===== config.mk =====
export PLATFORM = sky130hd
export DESIGN_NAME = uart_mirror_flat
export DESIGN_NICKNAME = d
export VERILOG_FILES = /design/src/rtl/uart_pkg.sv /design/src/rtl/uart_mirror_if.sv /design/src/rtl/uart_serial_tx.sv /design/src/rtl/uart_mirror.sv /design/src/flat_wrapper.sv
export SDC_FILE = /design/constraint.sdc
export NUM_CORES = 1
export LEC_CHECK = 0
export CAP_MARGIN = 20
export CORE_ASPECT_RATIO = 0.75
export CORE_MARGIN = 1
export CORE_UTILIZATION = 30
export DETAILED_ROUTE_END_ITERATION = 16
export PLACE_DENSITY = 0.49
export SLEW_MARGIN = 0
export SYNTH_ARGS = -nofsm -noshare
export SYNTH_HDL_FRONTEND = slang
export SYNTH_SLANG_ARGS = --single-unit

===== constraint.sdc =====
create_clock -name clk -period 1.6 [get_ports clk]
set_input_delay 0.16 -clock clk [delete_from_list [all_inputs] [get_ports clk]]
set_output_delay 0.16 -clock clk [all_outputs]
set_load 0.005 [all_outputs]

===== src/rtl/uart_pkg.sv =====
// Shared types and constants for the UART mirror: frame width and the
// receiver/transmitter state encodings.
package uart_pkg;

    localparam int DATA_BITS = 8;

    typedef enum logic [1:0] {
        RX_IDLE,
        RX_START,
        RX_DATA,
        RX_STOP
    } rx_state_t;

    typedef enum logic [1:0] {
        TX_IDLE,
        TX_START,
        TX_DATA,
        TX_STOP
    } tx_state_t;

endpackage


===== src/rtl/uart_mirror_if.sv =====
// Serial pin pair of the mirror; the board/line side is the master, the
// mirror itself is the slave.
interface uart_mirror_if;

    logic serial_rx;
    logic serial_tx;

    modport master (output serial_rx, input serial_tx);
    modport slave  (input serial_rx, output serial_tx);

endinterface


===== src/rtl/uart_serial_tx.sv =====
// 8N1 transmitter: accepts a byte on load while idle and shifts it out LSB
// first on a registered serial line.
module uart_serial_tx
    import uart_pkg::*;
#(
    parameter int CLKS_PER_BIT = 78
) (
    input  logic                 clk,
    input  logic                 rst,
    input  logic [DATA_BITS-1:0] data,
    input  logic                 load,
    output logic                 busy,
    output logic                 serial_tx
);

    localparam int CW = $clog2(CLKS_PER_BIT);
    localparam logic [CW-1:0] LAST_CNT = CW'(CLKS_PER_BIT - 1);
    // STOP ends one cycle early: the IDLE/load cycle supplies the last stop
    // cycle, so back-to-back frames take exactly ten bit times.
    localparam logic [CW-1:0] STOP_CNT = CW'(CLKS_PER_BIT - 2);

    tx_state_t            r_state, w_state_nxt;
    logic [CW-1:0]        r_cnt,   w_cnt_nxt;
    logic [2:0]           r_idx,   w_idx_nxt;
    logic [DATA_BITS-1:0] r_data,  w_data_nxt;
    logic                 r_tx,    w_tx_nxt;

    always_comb begin
        // NOTE: every combinational output gets a default first so no latch is inferred.
        w_state_nxt = r_state;
        w_cnt_nxt   = r_cnt + 1'b1;
        w_idx_nxt   = r_idx;
        w_data_nxt  = r_data;
        w_tx_nxt    = r_tx;
        case (r_state)
            TX_IDLE: begin
                w_cnt_nxt = '0;
                w_idx_nxt = '0;
                w_tx_nxt  = 1'b1;
                if (load) begin
                    w_data_nxt  = data;
                    w_state_nxt = TX_START;
                    w_tx_nxt    = 1'b0;
                end
            end
            TX_START: begin
                if (r_cnt == LAST_CNT) begin
                    w_cnt_nxt   = '0;
                    w_idx_nxt   = '0;
                    w_state_nxt = TX_DATA;
                    w_tx_nxt    = r_data[0];
                end
            end
            TX_DATA: begin
                if (r_cnt == LAST_CNT) begin
                    w_cnt_nxt = '0;
                    if (r_idx == 3'd7) begin
                        w_state_nxt = TX_STOP;
                        w_tx_nxt    = 1'b1;
                    end else begin
                        w_idx_nxt = r_idx + 3'd1;
                        w_tx_nxt  = r_data[r_idx + 3'd1];
                    end
                end
            end
            TX_STOP: begin
                w_tx_nxt = 1'b1;
                if (r_cnt == STOP_CNT) begin
                    w_cnt_nxt   = '0;
                    w_state_nxt = TX_IDLE;
                end
            end
            default: begin
                w_state_nxt = TX_IDLE;
                w_tx_nxt    = 1'b1;
            end
        endcase
    end

    always_ff @(posedge clk) begin
        // NOTE: flops update with non-blocking assignments so every register sees pre-edge values.
        if (rst) begin
            r_state <= TX_IDLE;
            r_cnt   <= '0;
            r_idx   <= '0;
            r_data  <= '0;
            r_tx    <= 1'b1;
        end else begin
            r_state <= w_state_nxt;
            r_cnt   <= w_cnt_nxt;
            r_idx   <= w_idx_nxt;
            r_data  <= w_data_nxt;
            r_tx    <= w_tx_nxt;
        end
    end

    assign busy      = (r_state != TX_IDLE);
    assign serial_tx = r_tx;

endmodule


===== src/rtl/uart_mirror.sv =====
// UART loopback: synchronizes serial_rx, receives 8N1 frames, buffers one
// byte and retransmits it unchanged through uart_serial_tx.
module uart_mirror
    import uart_pkg::*;
#(
    parameter int CLKS_PER_BIT = 78
) (
    input  logic          clk,
    input  logic          rst,
    uart_mirror_if.slave  uart
);

    localparam int CW = $clog2(CLKS_PER_BIT);
    localparam logic [CW-1:0] LAST_CNT = CW'(CLKS_PER_BIT - 1);
    localparam logic [CW-1:0] HALF_CNT = CW'(CLKS_PER_BIT / 2 - 1);

    logic                 r_rx_meta, r_rx_sync;
    rx_state_t            r_rx_state, w_rx_state_nxt;
    logic [CW-1:0]        r_rx_cnt,   w_rx_cnt_nxt;
    logic [2:0]           r_rx_idx,   w_rx_idx_nxt;
    logic [DATA_BITS-1:0] r_rx_shift, w_rx_shift_nxt;
    logic                 r_rx_wait_high, w_rx_wait_high_nxt;
    logic                 w_rx_valid;

    logic [DATA_BITS-1:0] r_buf_data;
    logic                 r_buf_full;
    logic                 w_load;
    logic                 w_tx_busy;
    logic                 w_serial_tx;

    // Two-flop synchronizer; both stages idle high so reset never looks like a start bit.
    always_ff @(posedge clk) begin
        if (rst) begin
            r_rx_meta <= 1'b1;
            r_rx_sync <= 1'b1;
        end else begin
            r_rx_meta <= uart.serial_rx;
            r_rx_sync <= r_rx_meta;
        end
    end

    always_comb begin
        w_rx_state_nxt     = r_rx_state;
        w_rx_cnt_nxt       = r_rx_cnt + 1'b1;
        w_rx_idx_nxt       = r_rx_idx;
        w_rx_shift_nxt     = r_rx_shift;
        w_rx_wait_high_nxt = r_rx_wait_high;
        w_rx_valid         = 1'b0;
        case (r_rx_state)
            RX_IDLE: begin
                w_rx_cnt_nxt = '0;
                w_rx_idx_nxt = '0;
                if (r_rx_sync) begin
                    w_rx_wait_high_nxt = 1'b0;
                end else if (!r_rx_wait_high) begin
                    w_rx_state_nxt = RX_START;
                end
            end
            RX_START: begin
                if (r_rx_cnt == HALF_CNT) begin
                    w_rx_cnt_nxt   = '0;
                    w_rx_state_nxt = r_rx_sync ? RX_IDLE : RX_DATA;
                end
            end
            RX_DATA: begin
                if (r_rx_cnt == LAST_CNT) begin
                    w_rx_cnt_nxt   = '0;
                    w_rx_shift_nxt = {r_rx_sync, r_rx_shift[DATA_BITS-1:1]};
                    w_rx_idx_nxt   = r_rx_idx + 3'd1;
                    if (r_rx_idx == 3'd7) begin
                        w_rx_state_nxt = RX_STOP;
                    end
                end
            end
            RX_STOP: begin
                if (r_rx_cnt == LAST_CNT) begin
                    w_rx_cnt_nxt   = '0;
                    w_rx_state_nxt = RX_IDLE;
                    if (r_rx_sync) begin
                        w_rx_valid = 1'b1;
                    end else begin
                        w_rx_wait_high_nxt = 1'b1;
                    end
                end
            end
            default: w_rx_state_nxt = RX_IDLE;
        endcase
    end

    always_ff @(posedge clk) begin
        if (rst) begin
            r_rx_state     <= RX_IDLE;
            r_rx_cnt       <= '0;
            r_rx_idx       <= '0;
            r_rx_shift     <= '0;
            r_rx_wait_high <= 1'b0;
        end else begin
            r_rx_state     <= w_rx_state_nxt;
            r_rx_cnt       <= w_rx_cnt_nxt;
            r_rx_idx       <= w_rx_idx_nxt;
            r_rx_shift     <= w_rx_shift_nxt;
            r_rx_wait_high <= w_rx_wait_high_nxt;
        end
    end

    // A byte arriving while the buffer is still full is dropped; the older byte wins.
    assign w_load = r_buf_full && !w_tx_busy;

    always_ff @(posedge clk) begin
        if (rst) begin
            r_buf_data <= '0;
            r_buf_full <= 1'b0;
        end else if (w_rx_valid && !r_buf_full) begin
            r_buf_data <= r_rx_shift;
            r_buf_full <= 1'b1;
        end else if (w_load) begin
            r_buf_full <= 1'b0;
        end
    end

    uart_serial_tx #(
        .CLKS_PER_BIT (CLKS_PER_BIT)
    ) u_tx (
        .clk       (clk),
        .rst       (rst),
        .data      (r_buf_data),
        .load      (w_load),
        .busy      (w_tx_busy),
        .serial_tx (w_serial_tx)
    );

    assign uart.serial_tx = w_serial_tx;

endmodule


===== src/flat_wrapper.sv =====
// flat-port wrapper written by rule: the top's interface ports become plain ports
module uart_mirror_flat import uart_pkg::*;
#(
    parameter int CLKS_PER_BIT = 78
)
  (clk, rst, uart_serial_rx, uart_serial_tx);
  uart_mirror_if uart_i ();
  input  logic clk;
  input  logic rst;
  input wire logic [$bits(uart_i.serial_rx)-1:0] uart_serial_rx;
  output wire logic [$bits(uart_i.serial_tx)-1:0] uart_serial_tx;
  assign uart_i.serial_rx = uart_serial_rx;
  assign uart_serial_tx = uart_i.serial_tx;
  uart_mirror #(.CLKS_PER_BIT(CLKS_PER_BIT)) u_core (.clk(clk), .rst(rst), .uart(uart_i));
endmodule

**Word-level counts from Yosys, hierarchy flattened**

Index checks and enable logic that the tools add are counted.

- Latch bits: 0
- Memories: 0
- Logic and storage cells: 108
- Memory bits (read-only): 0
- Bits of input ports: 3
- Bits in writable memories: 0
- Register bits: 53

- Shift-type cells: 0
- Bitwise logic cells: 0
- Muxes and demuxes: 42
- $lt $le $gt $ge: 1
- Divide/modulo/power cells: 0
- $add $sub $neg: 4
- Reductions and logical operators: 21
- Equal/unequal tests: 26
- Multipliers: 0

Operators with widths:

| cell | count |
|---|---|
| 7-bit case mux with 3 select lines | 2 |
| 7-bit two-way mux | 4 |
| 2-bit two-way mux | 12 |
| 7-bit == test, second input constant | 3 |
| 2-bit != test, second input constant | 9 |
| 2-bit case mux with 4 select lines | 2 |
| 7-bit by 1-bit adder with 7-bit output, second input constant | 2 |
| 1-bit two-way mux | 13 |
| 3-bit two-way mux | 4 |
| 2-bit by 1-bit != test with 1-bit output, second input constant | 5 |
| 3-bit case mux with 3 select lines | 1 |
| 2-bit == test, second input constant | 4 |
| 2-bit AND reduction | 4 |
| 4-bit AND reduction | 2 |
| 2-bit nonzero test | 4 |
| 7-bit by 6-bit == test with 1-bit output, second input constant | 1 |
| 3-bit by 1-bit adder with 3-bit output, second input constant | 2 |
| 3-bit == test, second input constant | 2 |
| 3-bit case mux with 2 select lines | 1 |
| 6-bit AND reduction | 1 |
| 5-bit AND reduction | 1 |
| 2-bit by 1-bit == test with 1-bit output, second input constant | 2 |
| 2-bit logical NOT | 2 |
| 3-bit by 4-bit < comparator with 1-bit output, second input constant | 1 |
| other kinds (7) | 10 |

**Longest topological paths before layout**

Gate-level depths: netlist of the first run.

- Depth after elaboration: 6
- Mapped depth: 8
- Depth with buffers taken out: 6

**Modules after synthesis**

Synthesis of the first run repeated with hierarchy kept, for this count alone.

- Cell total of the unflattened synthesis: 292
- Area, all modules: 2612.5 sq um

By module, submodules not included:

| module | sequential area each (sq um) | instances | cells each | area an instance (sq um) |
|---|---|---|---|---|
| uart_mirror | 640.6 | 1 | 168 | 1492.7 |
| uart_serial_tx | 420.4 | 1 | 124 | 1119.8 |

**Worst setup path before layout of the first run**

No wires, ideal clock.

- Kind: register to register
- Start: register u_core.r_rx_cnt[1]
- End: register u_core.r_buf_data[0]
- Setup time: 0.128 ns
- Clock period less this slack: 1.490 ns
- Stages on the path, launching flop included: 9
- Arrival: 1.362 ns
- Slack: 0.110 ns
- Buffers on the path: 2
- Path through: dfxtp_1 > inv_1 > ha_1 > and4bb_1 > buf_4 > nand4_1 > buf_4 > mux2i_1 > nor2_1

- Word-level cells in the longest chain between the ends: 4

Ends and longest elaborated chain:

| element | line | RTL |
|---|---|---|
| start: declaration | uart_mirror.sv:19 | `logic [CW-1:0] r_rx_cnt, w_rx_cnt_nxt;` |
| start signal: assignment | uart_mirror.sv:99 | `r_rx_cnt <= w_rx_cnt_nxt;` |
| 7-bit == test | uart_mirror.sv:76 | `if (r_rx_cnt == LAST_CNT) begin` |
| 1-bit two-way mux | uart_mirror.sv:76 |  |
| 1-bit two-way mux | uart_mirror.sv:49 | `case (r_rx_state)` |
| 1-bit logical AND | uart_mirror.sv:113 | `end else if (w_rx_valid && !r_buf_full) begin` |
| end signal: assignment | uart_mirror.sv:114 | `r_buf_data <= r_rx_shift;` |
| end: declaration | uart_mirror.sv:25 | `logic [DATA_BITS-1:0] r_buf_data;` |

Every way passes these cells.
A chain may end at the register's enable or synchronous reset.

**Worst setup path in the final report of the first run**

- Start: register u_core.u_tx.r_state[1]
- End: register u_core.u_tx.r_idx[0]

- Word-level cells in the longest chain between the ends: 3
- Elaborated cells between the ends (all ways): 9
- Classes of those cells: 5 x eq/ne; 1 x mux; 3 x reduce/logical

Ends and longest elaborated chain:

| element | line | RTL |
|---|---|---|
| start: declaration | uart_serial_tx.sv:22 | `tx_state_t r_state, w_state_nxt;` |
| start signal: assignment | uart_serial_tx.sv:89 | `r_state <= w_state_nxt;` |
| 2-bit == test (tied with other cells) | uart_serial_tx.sv:35 | `case (r_state)` |
| 2-bit != test (no line) / 3-bit nonzero test (equally long branches) | - |  |
| 4-bit AND reduction (no line) | - |  |
| end signal: assignment | uart_serial_tx.sv:91 | `r_idx <= w_idx_nxt;` |
| end: declaration | uart_serial_tx.sv:24 | `logic [2:0] r_idx, w_idx_nxt;` |

Parallel ways exist; a longest one is shown, timed or not.

==> results of run 1 <==
[final cells by class]
class,instances,area share (%)
Timing Repair Buffer,26,7.92
Clock buffer,5,2.39
Multi-Input combinational cell,188,45.1
Inverter,13,1.70
Clock inverter,3,1.52
Sequential cell,53,37.0
Tap cell,101,4.40
[state kept, by name, indices dropped and copies added (netlist names), named ones only]
signal / count
u_core.r_buf_data: 8
u_core.r_rx_shift: 8
u_core.u_tx.r_data: 8
u_core.r_rx_cnt: 7
u_core.u_tx.r_cnt: 7
u_core.r_rx_idx: 3
u_core.u_tx.r_idx: 3
u_core.u_tx.r_state: 2
u_core.r_buf_full: 1
u_core.r_rx_meta: 1
u_core.r_rx_state: 1
u_core.r_rx_sync: 1
u_core.r_rx_wait_high: 1
u_core.u_tx.serial_tx: 1
[what timing repair did]
item / CTS / global route
hold buffers: 0 / 0
buffers inserted: 0 / 2
endpoints found under the setup margin: 9 / 32
resized for setup: 3 / 10
pin swaps: 0 / 2
[stage by stage]
stage | setup TNS (ns) | setup slack (ns) | power, mW
2_1_floorplan | 0 | 0.110 | 1.49
3_3_place_gp | -0.00847 | -0.00317 | 1.55
3_5_place_dp | -0.541 | -0.0842 | 1.55
4_1_cts | 0 | 0.00292 | 2.50
5_1_grt | -0.0353 | -0.0310 | 2.59
6_report | 0 | 0.0537 | 2.47
[path summary, 6_finish.rpt]
kind	start	to	slack [ns]
max	u_core.u_tx.r_state[1]	u_core.u_tx.r_idx[0]	0.05
min	uart_serial_rx	u_core.r_rx_meta	0.40
max reg2reg	u_core.u_tx.r_state[1]	u_core.u_tx.r_idx[0]	0.05
min reg2reg	u_core.r_rx_meta	u_core.r_rx_sync	0.42
[logic make-up (layout without fill, tap and decap cells)]
group                      Yosys count  in the layout
adders and majority gates           15             15
and+or+nand+nor                     96             96
xor gates and xnor gates            10             10
buffers and inverters               25             47
AOI/OAI and AO/OA                   47             47
muxes                               20             20
DFF                                 53             53
[placed cells by master, fill, tap and decap left out, types with 2 or more instances in the layout]
cell                              count
sky130_fd_sc_hd__nand2_1             29
sky130_fd_sc_hd__buf_4               21
sky130_fd_sc_hd__nor2b_1              2
sky130_fd_sc_hd__clkdlybuf4s50_1      3
sky130_fd_sc_hd__dfxtp_1             51
sky130_fd_sc_hd__nand4_1              4
sky130_fd_sc_hd__a21oi_1             19
sky130_fd_sc_hd__nand2b_1             2
sky130_fd_sc_hd__o31ai_1              3
sky130_fd_sc_hd__a21boi_0             2
sky130_fd_sc_hd__mux2i_1             18
sky130_fd_sc_hd__buf_12               2
sky130_fd_sc_hd__or2_2                2
sky130_fd_sc_hd__clkbuf_8             5
sky130_fd_sc_hd__inv_1               13
sky130_fd_sc_hd__ha_1                12
sky130_fd_sc_hd__or3_1                2
sky130_fd_sc_hd__dfxtp_2              2
sky130_fd_sc_hd__and3_1               2
sky130_fd_sc_hd__ha_2                 2
sky130_fd_sc_hd__nor2_1              32
sky130_fd_sc_hd__and2_1               3
sky130_fd_sc_hd__nor3_1               4
sky130_fd_sc_hd__nand3_1              3
sky130_fd_sc_hd__a22o_1               2
sky130_fd_sc_hd__o21ai_0              6
sky130_fd_sc_hd__xor2_1               7
sky130_fd_sc_hd__xnor2_1              3
[critical path, delay by kind of cell, from the launching register on]
family	cells	cell delay, ns
AOI/OAI and AO/OA	2	0.41
adders and majority gates	1	0.22
buffers and inverters	2	0.19
DFF	1	0.35
muxes	1	0.27
[metal layers]
metal  routed length, um  vias up
li1                    -      953
met1                2720      826
met2                1840       16
met3                 108        4
met4                  67        0
met5                   0        -
[power groups by stage]
stage / combinational, mW / clock (mW) / sequential (mW)
finish: 0.184 / 0.943 / 1.34
global route: 0.211 / 1.03 / 1.35
CTS: 0.174 / 0.981 / 1.34
detailed placement: 0.172 / 0 / 1.37
global placement: 0.175 / 0 / 1.37
floorplan: 0.122 / 0 / 1.37
==> results.txt, run 1 <==
The tools report the initial cell density of the core as 32.0%. For the worst setup path, the data required time is 1.80 ns. The logs give 0.399 ns for the worst hold margin and 53 for the total clock sinks. Combinational logic is responsible for 7.5% of the overall power. Post-layout net count: 305. By area the synthesized netlist is led by sky130_fd_sc_hd__dfxtp_1 44%, sky130_fd_sc_hd__ha_1 7.7%, sky130_fd_sc_hd__mux2i_1 7.4%, sky130_fd_sc_hd__nor2_1 5.0%, sky130_fd_sc_hd__nand2_1 4.6%. The largest individual stage delay along the critical path comes from the cell sky130_fd_sc_hd__dfxtp_1.

The number of instances on the worst hold path is 2, and the area of placed instances is 2710 um^2. In the final routed layout, each cell accounts on average for 12.2 um. Clock skew on the completed layout was measured at 0.0101 ns. Routing usage on met2: 16.7%. For the leakage dissipation, the log shows 1.18 nW.

sky130_fd_sc_hd__dfxtp_1 is the most common cell in the netlist. Post-synthesis compound-gate area fraction: 12.2%. The post-synthesis area per instance was 9.12 um^2; the net count of the mapped netlist was 284. In this run, synthesis inferred 0 flip-flops with an integrated enable.

For this run, the detailed router's first-pass iteration total came to 4. The total overflow left after global routing is 0. In the routed layout, each cell is associated on average with a via count of 4.62. In this run the vertical extent of the chip is 79.9 um. After detailed placement, the design holds a cell count of 380. The most used flip-flop cell after synthesis is sky130_fd_sc_hd__dfxtp_1. TritonCTS built the clock tree. In the synthesized netlist, the number of instances is 266. The global routing stage identified its most utilized layer as met1. The number of pins with negative max-slew slack in the final report was 0; the final critical-path share of the clock period was 96.6%. The number of buffers added by the clock tree synthesis step is 5. On the worst path, the slowest cell contributes a delay of 0.35 ns. In this run the remaining antenna-violating nets after routing total 0. Setup repair after global routing could not meet its margin everywhere. Kind of end point of the critical path: a flop. Across every metal layer, demand over resource in global routing totals 12.2%. The logs give 75 for the count of routing violations after the opening detailed-route iteration and 0.647 GHz for the achievable clock frequency. The later pin in the worst-skew pair is clocked with a latency of 0.31 ns. For the total number of vias, the log shows 1799.

The logs give 0.000398 V for the peak supply drop and 2 for the deepest level of the CTS H-tree. The power spent charging and discharging nets is 0.589 mW. The clock network burns 38.1% of the power. Of all nets on the critical path, the largest fanout is 4.

After Yosys synthesis, XOR and XNOR cells account for 3.61% of the synthesized area. Cells with a size suffix above 1 make up 16.3% of the layout. After detailed routing, the number of remaining DRC violations is 0. The run gives 782 as the number of fillers in the final layout. The aggregate routed wire length is 4740 um. STA classifies the critical path startpoint as a flop.

The repair_antennas step left the layout with diodes totalling 0. The finished layout holds 389 standard cells, fillers aside. The number of buffers inserted by port buffering is 3.

Total setup violations reported at the end of the flow: 0. The power per cell area was 860 nW/um^2; the arrival time reported for the critical path endpoint was 1.75 ns. The Yosys step of the flow raised 0 warnings.

In the final layout, flip-flops and latches occupy 1060 um^2. By instance count, the cell type seen most on the critical path is sky130_fd_sc_hd__inv_1. The class of the most critical hold timing path is in2reg. The headroom to the max-slew limit is 78.2%, and the cell area after layout is 2870 um^2.

Internal cell power: 1.88 mW. The number of hold-slack violations in the final timing report was 0; the met3 track demand over resource in global routing was 2.69%. Of the total synthesized cell area, the portion taken by full adders, half adders and majority gates is 7.74%. The time the worst path needs with I/O delays and setup works out to 1.55 ns. By count the netlist is led by 53 x sky130_fd_sc_hd__dfxtp_1, 32 x sky130_fd_sc_hd__nor2_1, 30 x sky130_fd_sc_hd__nand2_1. The switching share of power was 23.8%. The simple-gate share of the synthesized area is 19.3%. The dominant cell type by area after synthesis is sky130_fd_sc_hd__dfxtp_1. The growth of design area from synthesis to finish is 18.5%, and the wire length of the first global-routing pass is 8120 um. After synthesis, the share of cell area in mux cells is 8.82%. The tools report the via count of the first global-routing pass as 1680. The region available for standard cell placement spans 7570 um^2. In this run the core area contains 27 standard-cell rows.

The number of different library cells in the post-synthesis netlist was 50. Of the synthesized area, sequential elements account for 43.8%. For this design the top-level I/O count stands at 4.

Routability-driven placement finished with a final weighted congestion of 0.820. The critical path class is reg2reg. The final standard cell utilization of the core was 38.0%.

For the pin with the worst max-slew slack, the measured transition is 0.327 ns. Sequential cells account for 54.4% of the total power. Entering global routing, the biggest net connects 27 pins. The longest clock path from root to sink contains 2 buffers. The run finished with clean final reports. The post-synthesis instance area is 2420 um^2, and the horizontal die dimension is 106 um.

Walking the worst path, the cells encountered are inv_1, ha_1, inv_1, o31ai_1, a211oi_2, mux2_2. The HPWL after detailed placement is 3450 um. Counting cells, the worst reg-to-reg path comes to 6. The number of antenna violations at the first check in global routing was 0; the total area of multi-input combinational cells was 1290 um^2.

In this run, synthesis produced a sequential element count of 53. After synthesis, the largest family of logic cells by area is simple AND/OR/NAND/NOR gates. The tool flagged a number of max-cap violations equal to 0. The root buffer cell chosen for the clock tree is sky130_fd_sc_hd__clkbuf_8. The area of the die is 8450 um^2, and the share of Yosys cell area claimed by the top area cell type is 43.8%. The fraction of registers with async set or reset after synthesis is 0%, and the clock slew at the register clock pins of the worst setup and hold paths is 0.10 ns. For this run, global-route usage on met1 was measured as 17.9%.
(Power assumes the default switching activity.)
==> inputs of run 2 (changes only) <==
RECOVER_POWER = 25   (was unset)
==> results.txt, run 2 (synthesis gave the netlist of run 1 again) <==
The class of the most critical hold timing path was in2reg (unchanged). The master cell of the clock root buffer is sky130_fd_sc_hd__clkbuf_8 (unchanged). Setup repair after global routing could not meet its margin everywhere. The tools report the final routed DRC violation total as 0 (unchanged). The tools report the startpoint of the worst-slack reg-to-reg timing path as u_core.u_tx.r_state[1] (unchanged). The total clock sinks was 53 (unchanged).

The time the worst path needs with I/O delays and setup works out to 1.55 ns (about the same). Most common cell after layout, fill and taps aside: sky130_fd_sc_hd__dfxtp_1 (unchanged). The arrival time reported for the critical path endpoint came out at 1.75 ns (about the same). Most frequent cells in the layout: 51 x sky130_fd_sc_hd__dfxtp_1, 32 x sky130_fd_sc_hd__nor2_1, 29 x sky130_fd_sc_hd__nand2_1, 19 x sky130_fd_sc_hd__a21oi_1 (was 51 x sky130_fd_sc_hd__dfxtp_1, 32 x sky130_fd_sc_hd__nor2_1, 29 x sky130_fd_sc_hd__nand2_1, 21 x sky130_fd_sc_hd__buf_4, 19 x sky130_fd_sc_hd__a21oi_1). The required arrival time at the worst endpoint was 1.80 ns (about the same); the wire length of the first global-routing pass was 8120 um (unchanged). The placer congestion estimate is 0.820 (unchanged), and the number of fillers in the final layout is 785 (was 782). The number of instances on the worst hold path works out to 2 (unchanged). For the count of placed standard cells in the final layout, fillers left out, the log shows 389 (unchanged).

The flow ran to the end, and the final reports show no timing, DRC or antenna violations. The startpoint of the worst hold path was uart_serial_rx (unchanged). The run gives 32.0% (unchanged) as the initial cell density of the core.

Final standard cell utilization of the core: 37.8% (was 38.0%). Highest fanout seen on the critical path: 4 (unchanged). The run gives 0 (unchanged) as the total setup violations reported at the end of the flow.

For the leakage dissipation, the log shows 1.17 nW (was 1.18 nW). Total number of vias: 1793 (was 1799). Kind of end point of the critical path: a flop (unchanged). Origin of the worst setup path: u_core.u_tx.r_state[1] (unchanged). The detail-routed net length per standard cell is 12.2 um (about the same), and the aggregate routed wire length is 4740 um (about the same).

Kind of launch point of the worst setup path: a flop (unchanged). The achievable clock frequency was 0.646 GHz (was 0.647 GHz); the post-layout net count was 305 (unchanged). For the deepest level of the CTS H-tree, the log shows 2 (unchanged). The top-level port count was 4 (unchanged); the via count of the first global-routing pass was 1680 (unchanged). The post-route antenna net violation count came out at 0 (unchanged). The count of standard-cell rows is 27 (unchanged).

The number of hold-slack violations in the final timing report came out at 0 (unchanged). Top flop regs: u_core.r_buf_data (8), u_core.r_rx_shift (8), u_core.u_tx.r_data (8) (unchanged). The final critical-path share of the clock period works out to 96.7% (was 96.6%).

The run gives 0 ns (unchanged) as the summed negative setup slack over all endpoints. TritonCTS built the clock tree. The clock skew came out at 0.0105 ns (was 0.0101 ns). For the maximum number of pins on one net before global-route repair, the log shows 27 (unchanged).

The share of final-layout standard cells stronger than drive strength 1 is 15.6% (was 16.3%). The growth of design area from synthesis to finish was 18.1% (was 18.5%). Critical path class: reg2reg (unchanged). The placed wire-length estimate after detailed placement was 3450 um (unchanged). The logic depth of the worst register-to-register path was 6 (unchanged); the number of buffers inserted by hold repair at cts was 0 (unchanged).

The power per cell area is 862 nW/um^2 (was 860 nW/um^2). The slew at the pin closest to its max-slew limit came out at 0.327 ns (about the same). The number of buffers added by the clock tree synthesis step was 5 (unchanged); the headroom to the max-slew limit was 78.2% (about the same). The number of buffers inserted by port buffering is 3 (unchanged), and the minimum setup slack among reg-to-reg paths is 0.05 ns (about the same). Capturing point of the worst reg2reg path: u_core.u_tx.r_idx[0] (unchanged). For the count of placed standard cells including taps, the log shows 380 (unchanged).

The logs give 0 (unchanged) for the antenna diode instance count and 0 (unchanged) for the number of pins with negative max-slew slack in the final report. The worst hold margin was 0.399 ns (about the same); the clock slew at the register clock pins of the worst setup and hold paths was 0.10 ns (about the same). The total routing usage reported by global routing is 12.2% (unchanged), and the number of maximum-capacitance violations is 0 (unchanged). The peak supply drop was 0.000398 V (about the same); the vias per cell was 4.61 (was 4.62).

The worst hold path endpoint was u_core.r_rx_meta (unchanged). The logs give 76 (was 75) for the count of routing violations after the opening detailed-route iteration and 0 (unchanged) for the number of antenna violations at the first check in global routing. The run gives 2 (unchanged) as the maximum clock path buffer count. The clock insertion delay at the later pin of the skew report is 0.31 ns (about the same), and the horizontal die dimension is 106 um (unchanged). The die height came out at 79.9 um (unchanged). For the core footprint, the log shows 7570 um^2 (unchanged).

The area of the die was 8450 um^2 (unchanged); the final global-route overflow total was 0 (unchanged). The run gives 4 (unchanged) as the number of search-and-repair iterations in the first detailed-routing pass.
## run 2: cell type report
class | instances | area (um^2) | area share, %
clock buffers | 5 | 68.8 | 2.40
clock inverters | 3 | 43.8 | 1.53
inverters | 13 | 48.8 | 1.70
multi-input cells | 188 | 1290 | 45.2
flip-flops and latches | 53 | 1060 | 37.1
well taps | 101 | 126 | 4.41
repair buffers | 26 | 218 | 7.60
## run 2: layer usage
layer  track usage (%)  vias up  part of all wire, %  routed length, um
met5                 0        -                    0                  0
met4              5.42        0                  1.4                 67
met3              2.69        4                  2.3                109
met2              16.7       14                   39               1830
met1              17.9      823                   58               2740
li1                  -      952                    -                  -
## run 2: repair_timing
item / in CTS / in global routing
endpoints found under the setup margin: 9 / 32
pin swaps: 0 / 2
buffers inserted: 0 / 2
resized for setup: 3 / 10
## run 2: where the power goes
group	internal [mW]	switching, mW	total [mW]
Clock	0.470	0.473	0.942
Combinational	0.0771	0.105	0.182
Sequential	1.33	0.0107	1.34
## run 2: how the worst max path moves through the flow
stage | to | slack (ns) | cells after the start
after global routing | u_core.u_tx.r_idx[0] | -0.03 | 6
after detailed placement | u_core.r_rx_cnt[4] | -0.08 | 6
final | u_core.u_tx.r_idx[0] | 0.05 | 6
after floorplan | u_core.r_buf_data[0] | 0.11 | 8
after CTS | u_core.r_rx_cnt[4] | 0.003 | 6
after global placement | u_core.r_rx_cnt[5] | -0.003 | 6
## run 2: metrics by stage
stage          cell area, um^2  power [mW]  setup WS, ns
3_3_place_gp              2710        1.55      -0.00317
2_1_floorplan             2420        1.49         0.110
4_1_cts                   2820        2.50       0.00292
5_1_grt                   2860        2.58       -0.0310
6_report                  2860        2.47        0.0531
3_5_place_dp              2710        1.55       -0.0842
## run 2: critical path: stages (launching register included)
cell and delay (ns):
sky130_fd_sc_hd__dfxtp_1 0.35, sky130_fd_sc_hd__inv_1 0.11, sky130_fd_sc_hd__ha_1 0.22, sky130_fd_sc_hd__inv_1 0.08, sky130_fd_sc_hd__o31ai_1 0.28, sky130_fd_sc_hd__a211oi_2 0.13, sky130_fd_sc_hd__mux2_2 0.27
==> inputs of run 3 (changes only) <==
ABC_AREA = 0   (was unset)
==> results of run 3 <==
No change in the layout: final DEF, timing and power equal those of run 2.
==> RTL change 1: new RTL, settings of run 2 <==
`CLKS_PER_BIT` is set to 78 in 3 places; all go to 156.
--- a/src/rtl/uart_serial_tx.sv
+++ b/src/rtl/uart_serial_tx.sv
@@ -5,3 +5,3 @@
 #(
-    parameter int CLKS_PER_BIT = 78
+    parameter int CLKS_PER_BIT = 156
 ) (
--- a/src/rtl/uart_mirror.sv
+++ b/src/rtl/uart_mirror.sv
@@ -5,3 +5,3 @@
 #(
-    parameter int CLKS_PER_BIT = 78
+    parameter int CLKS_PER_BIT = 156
 ) (
--- a/src/flat_wrapper.sv
+++ b/src/flat_wrapper.sv
@@ -3,3 +3,3 @@
 #(
-    parameter int CLKS_PER_BIT = 78
+    parameter int CLKS_PER_BIT = 156
 )
Behaviour: same outputs for any inputs over 10 cycles, from zero or initial values and one cycle with rst high; that may be too few to reach the edited logic, so the function may still have changed.
==> RTL change 1 against run 2 <==
  * Setup slack got worse by 40 ps
  * Clock power decreased by 4.8%
  * Sequential cell count increased by 2
  * Core utilization increased by 0.86 points
  * Cell area increased by 7.5%
  * Sequential share of layout area decreased by 1.2 points
  * Power increased by 0.95%
  * Routed wire length increased by 6.8%
  * Largest power group unchanged
  * Global-route usage about the same
  * Area after synthesis increased by 1.9%
  * Non-clock buffer count increased by 14
  * Synthesized cell count increased by 1.9%
  * Largest cell class unchanged
==> RTL change 1: results (changes against run 2) <==
total CTS buffers=5 (unchanged); placed inst area=2830 sq um (+4.3%); Seq/Total Area, Yosys=44.6% (+0.80 points); Place WS=52.9 ps (+137 ps); vias per inst=4.61 (about the same); worst path arrival time=1820 ps (+70 ps); R2R setup slack=10 ps (-40 ps); # placed instances=398 (+4.7%); RR Startpoint=u_core.r_rx_cnt[0]$_SDFF_PP0_; WL final=5070 um (+6.8%); vias=1896 (+5.7%); FF-to-FF path depth=6 (unchanged); Clock Skew=12.2 ps (+1.72 ps); fraction of layout cells with a size suffix above 1=21.2% (+5.6 points); Slowest-stage cell, CP=dfxtp_2; hold endpoint=u_core.r_rx_meta$_SDFF_PP1_; gr usage total=12.2% (+0.050 points); LEAKAGE=1.10 nW (-6.1%); Mapped Cells=271 (+1.9%); Iter 0 DRT Violations=130 (+71%); largest net degree at the start of global routing=32 (+19%); vias in the first global route=1744 (+3.8%); Max-Cap Viols=0 (unchanged); Yosys cell types=44 (-12%); dpl hpwl=3450 um (+0.15%); status=finished, final reports clean; worst hold margin=431 ps (+32.7 ps); first-pass GRT wire length=8330 um (+2.5%); Syn Nets=286 (+0.70%); RD Place Congestion=0.782 (-4.7%); Port Buf Inserts=3 (unchanged); Synth top cells by count=dfxtp_1, nor2_1, nand2_1, a21oi_1, mux2i_1; H-tree Lvls=2 (unchanged); CP peak stage delay=370 ps (+20 ps); HP Class=input pin to register; fill count=812 (+3.4%); nets=321 (+5.2%); r2r endpoint=u_core.r_rx_state[0]$_SDFFE_PP0P_; Slew @ Worst Pin=310 ps (-17.0 ps); antenna cells=0 (unchanged); main area contributors after synthesis=dfxtp_1, mux2i_1, ha_1, nor2_1, a21oi_1; Peak supply drop=499 uV (+25%); async set-reset flop share out of synthesis=0% (unchanged); Longest Clk Path Bufs=2 (unchanged); TritonRoute pass-1 iters=5 (+1); Max FO, Critical Path=3 (-1)
[RTL change 1: changes by cell type after synthesis, moves of 3 or more]
cell,run 2,this run
nand2_1,30,22
nor2_1,32,37
a31oi_1,0,3
ha_1,15,12
nor2b_1,2,5
[RTL change 1: worst max path at each step]
stage / startpoint / end / slack [ps] / cells past startpoint
5_1_grt: u_core.r_rx_cnt[0]$_SDFF_PP0_ / u_core.r_rx_state[0]$_SDFFE_PP0P_ / -50 / 6
2_1_floorplan: u_core.u_tx.r_idx[0]$_SDFFE_PP0P_ / u_core.u_tx.serial_tx$_SDFFE_PP1P_ / 2 / 4
3_3_place_gp: u_core.r_rx_cnt[1]$_SDFF_PP0_ / u_core.r_buf_data[2]$_SDFFE_PP0P_ / 50 / 6
4_1_cts: u_core.r_rx_cnt[1]$_SDFF_PP0_ / u_core.r_buf_data[6]$_SDFFE_PP0P_ / 20 / 6
6_report: u_core.r_rx_cnt[0]$_SDFF_PP0_ / u_core.r_rx_state[0]$_SDFFE_PP0P_ / 10 / 6
3_5_place_dp: u_core.r_rx_cnt[1]$_SDFF_PP0_ / u_core.r_buf_data[6]$_SDFFE_PP0P_ / 50 / 6
[RTL change 1: critical path, delay by kind of cell (launching register included)]
kind	cells	cell delay, ps
DFF	1	370
buffers and inverters	1	180
AOI/OAI and AO/OA	2	330
and+or+nand+nor	2	490
adders and majority gates	1	140
[RTL change 1: layout make-up]
type | instances | area [sq um] | area share, %
clock buffers | 6 | 72.6 | 2.36
clock inverters | 1 | 30.0 | 0.976
inverters | 12 | 45.0 | 1.46
multi-input cells | 192 | 1360 | 44.1
flip-flops and latches | 55 | 1110 | 35.9
well taps | 105 | 131 | 4.27
repair buffers | 40 | 335 | 10.9
[RTL change 1: what timing repair did]
item                                    4_1_cts  5_1_grt
endpoints found under the setup margin        0       32
resized for setup                             0       32
hold endpoints to repair                      0        0
setup buffers                                 0        4
[RTL change 1: kinds of logic (layout without fill, tap and decap cells)]
family	after synthesis	count (layout)	share of synthesized area, %
AND/OR/NAND/NOR	102	102	21.2
flip-flops	55	55	44.6
AO/OA/AOI/OAI	46	46	11.2
buffers and inverters	24	59	4.05
multiplexers	20	20	8.61
adder cells (fa/ha/maj)	12	12	6.08
XOR/XNOR	12	12	4.25
[RTL change 1: per-layer routing]
layer,up-vias,global-route usage (%),wire length (um)
met5,-,0,0
met4,0,4.25,30
met3,2,2.92,172
met2,16,16.6,1990
met1,877,18.3,2880
li1,1001,-,-
[RTL change 1: power breakdown]
group / switching, mW / internal, mW
Combinational: 0.111 / 0.0953
Clock: 0.437 / 0.460
Sequential: 0.00887 / 1.38
Total: 0.557 / 1.94
==> RTL change 2: new RTL, config.mk and constraints of run 2 <==
Made on the original files. Encoding of `tx_state_t`: now Gray code (2 bits for 4 states).
--- a/src/rtl/uart_pkg.sv
+++ b/src/rtl/uart_pkg.sv
@@ -14,6 +14,6 @@
     typedef enum logic [1:0] {
-        TX_IDLE,
-        TX_START,
-        TX_DATA,
-        TX_STOP
+        TX_IDLE  = 2'b00,
+        TX_START = 2'b01,
+        TX_DATA  = 2'b11,
+        TX_STOP  = 2'b10
     } tx_state_t;
Formal check against the unedited RTL: no difference found for any inputs over 10 cycles, from zero or initial values and one cycle with rst high; not proved beyond that.
==> RTL change 2 against run 2 <==
  * First-iteration DRC count did not move
  * Highest routed layer unchanged
  * Cell area rose by 1.4%
  * Largest cell class unchanged
  * Area after synthesis fell by 1.9%
  * Sequential cell count did not move
  * Routed wire length rose by 0.70%
  * Power fell by 11%
  * Count of clock-buffer cells in the layout rose by 1
  * Setup slack improved by 5.4 ps
  * Global-route usage rose by 0.16 points
==> RTL change 2: results (changes against run 2) <==
clk slew on worst S/H paths=90 ps; CP peak stage delay=520 ps (+170 ps); # placed instances=369 (-2.9%); met1 wire length=2810 um (+2.4%); LEAKAGE=1.05 nW (-11%); met2 Use GR=16.0% (-0.64 points); Slowest-stage cell, CP=or4b_4; Mapped Cells=252 (-5.3%); worst hold margin=420 ps (+21.1 ps); routed length on met2=1790 um (-1.9%); main area contributors after synthesis=dfxtp_1, mux2i_1, nor2_1, ha_1, a21oi_1; Peak supply drop=326 uV (-18%); dpl hpwl=3320 um (-3.8%); nets=292 (-4.3%); Yosys cell types=43 (-14%); Synth Area in Adders=5.26% (-2.5 points); yosys warns=0 (unchanged); Seq/Total Area, Yosys=44.6% (+0.83 points); Top Registers=u_core.r_buf_data x8, u_core.r_rx_shift x8, u_core.u_tx.r_data x8; FF-to-FF path depth=6 (unchanged); WS Path Type=register to register; post-DR wirelength/cell=12.5 um (+2.8%); worst setup margin=58.5 ps (+5.43 ps); first-pass GRT wire length=8070 um (-0.59%); gr usage total=12.3% (+0.16 points); delay-heaviest family, CP=simple AND/OR/NAND/NOR gates; vias per inst=4.64 (+0.68%); fill count=761 (-3.1%); mux contribution to synthesized area=11.5% (+2.6 points); met3 Use GR=3.04% (+0.34 points); RD Place Congestion=0.791 (-3.5%); Syn Nets=265 (-6.7%); XOR/XNOR share of the synthesized area=3.68% (+0.068 points); hold endpoint=u_core.r_rx_sync$_SDFF_PP1_; clk_lat worst skew=310 ps (about the same); vias in the first global route=1614 (-3.9%); worst rel slew slack=76.1% (-2.1 points); Max FO, Critical Path=5 (+1); placed inst area=2680 sq um (-1.3%); Compound-Gate Fraction of Synth Area=10.8% (-1.4 points); TritonRoute pass-1 iters=4 (unchanged); HP Class=register to register; Hold Crit Start=u_core.r_rx_meta$_SDFF_PP1_; RR Startpoint=u_core.u_tx.r_idx[0]$_SDFFE_PP0P_; status=finished, final reports clean; r2r endpoint=u_core.u_tx.r_idx[2]$_SDFFE_PP0P_; Place WS=-17.6 ps (+66.6 ps); vias=1768 (-1.4%); Met3 Wirelength=105 um (-3.7%); Clock Skew=5.97 ps (-4.48 ps); met1 GRT Util=18.8% (+0.91 points); worst path arrival time=1790 ps (+40 ps); fraction of layout cells with a size suffix above 1=22.1% (+6.5 points); largest net degree at the start of global routing=24 (-11%); Hold Path Depth=1 (-1); Synth top cells by count=dfxtp_1, nor2_1, mux2i_1, a21oi_1, nand2_1; Most used DFF post-synth=dfxtp_1
## RTL change 2: cell count changes after synthesis, moves of 3 or more
cell and delta:
nor2_1 +9, ha_1 -5, nand2_1 -16, o31ai_1 -3
inv_1 -3, buf_4 -3, mux2i_1 +7
## RTL change 2: report_power, final
group	switching, mW	leakage [nW]	internal, mW
clock	0.446	0.0374	0.309
combinational	0.0520	0.579	0.0447
sequential	0.0163	0.430	1.33
## RTL change 2: area by class of cell
class	instances	area, sq um	area share [%]
multi-input cells	177	1310	45.0
well taps	101	126	4.35
flip-flops and latches	53	1070	36.7
clock inverters	2	15.0	0.517
inverters	11	41.3	1.42
clock buffers	6	72.6	2.50
repair buffers	31	274	9.44
## RTL change 2: what timing repair did
| item | 4_1_cts | 5_1_grt |
|---|---|---|
| endpoints found under the setup margin | 3 | 38 |
| pin swaps | 2 | 7 |
| buffers inserted | 0 | 3 |
| cloned | 0 | 1 |
| resized for setup | 4 | 20 |
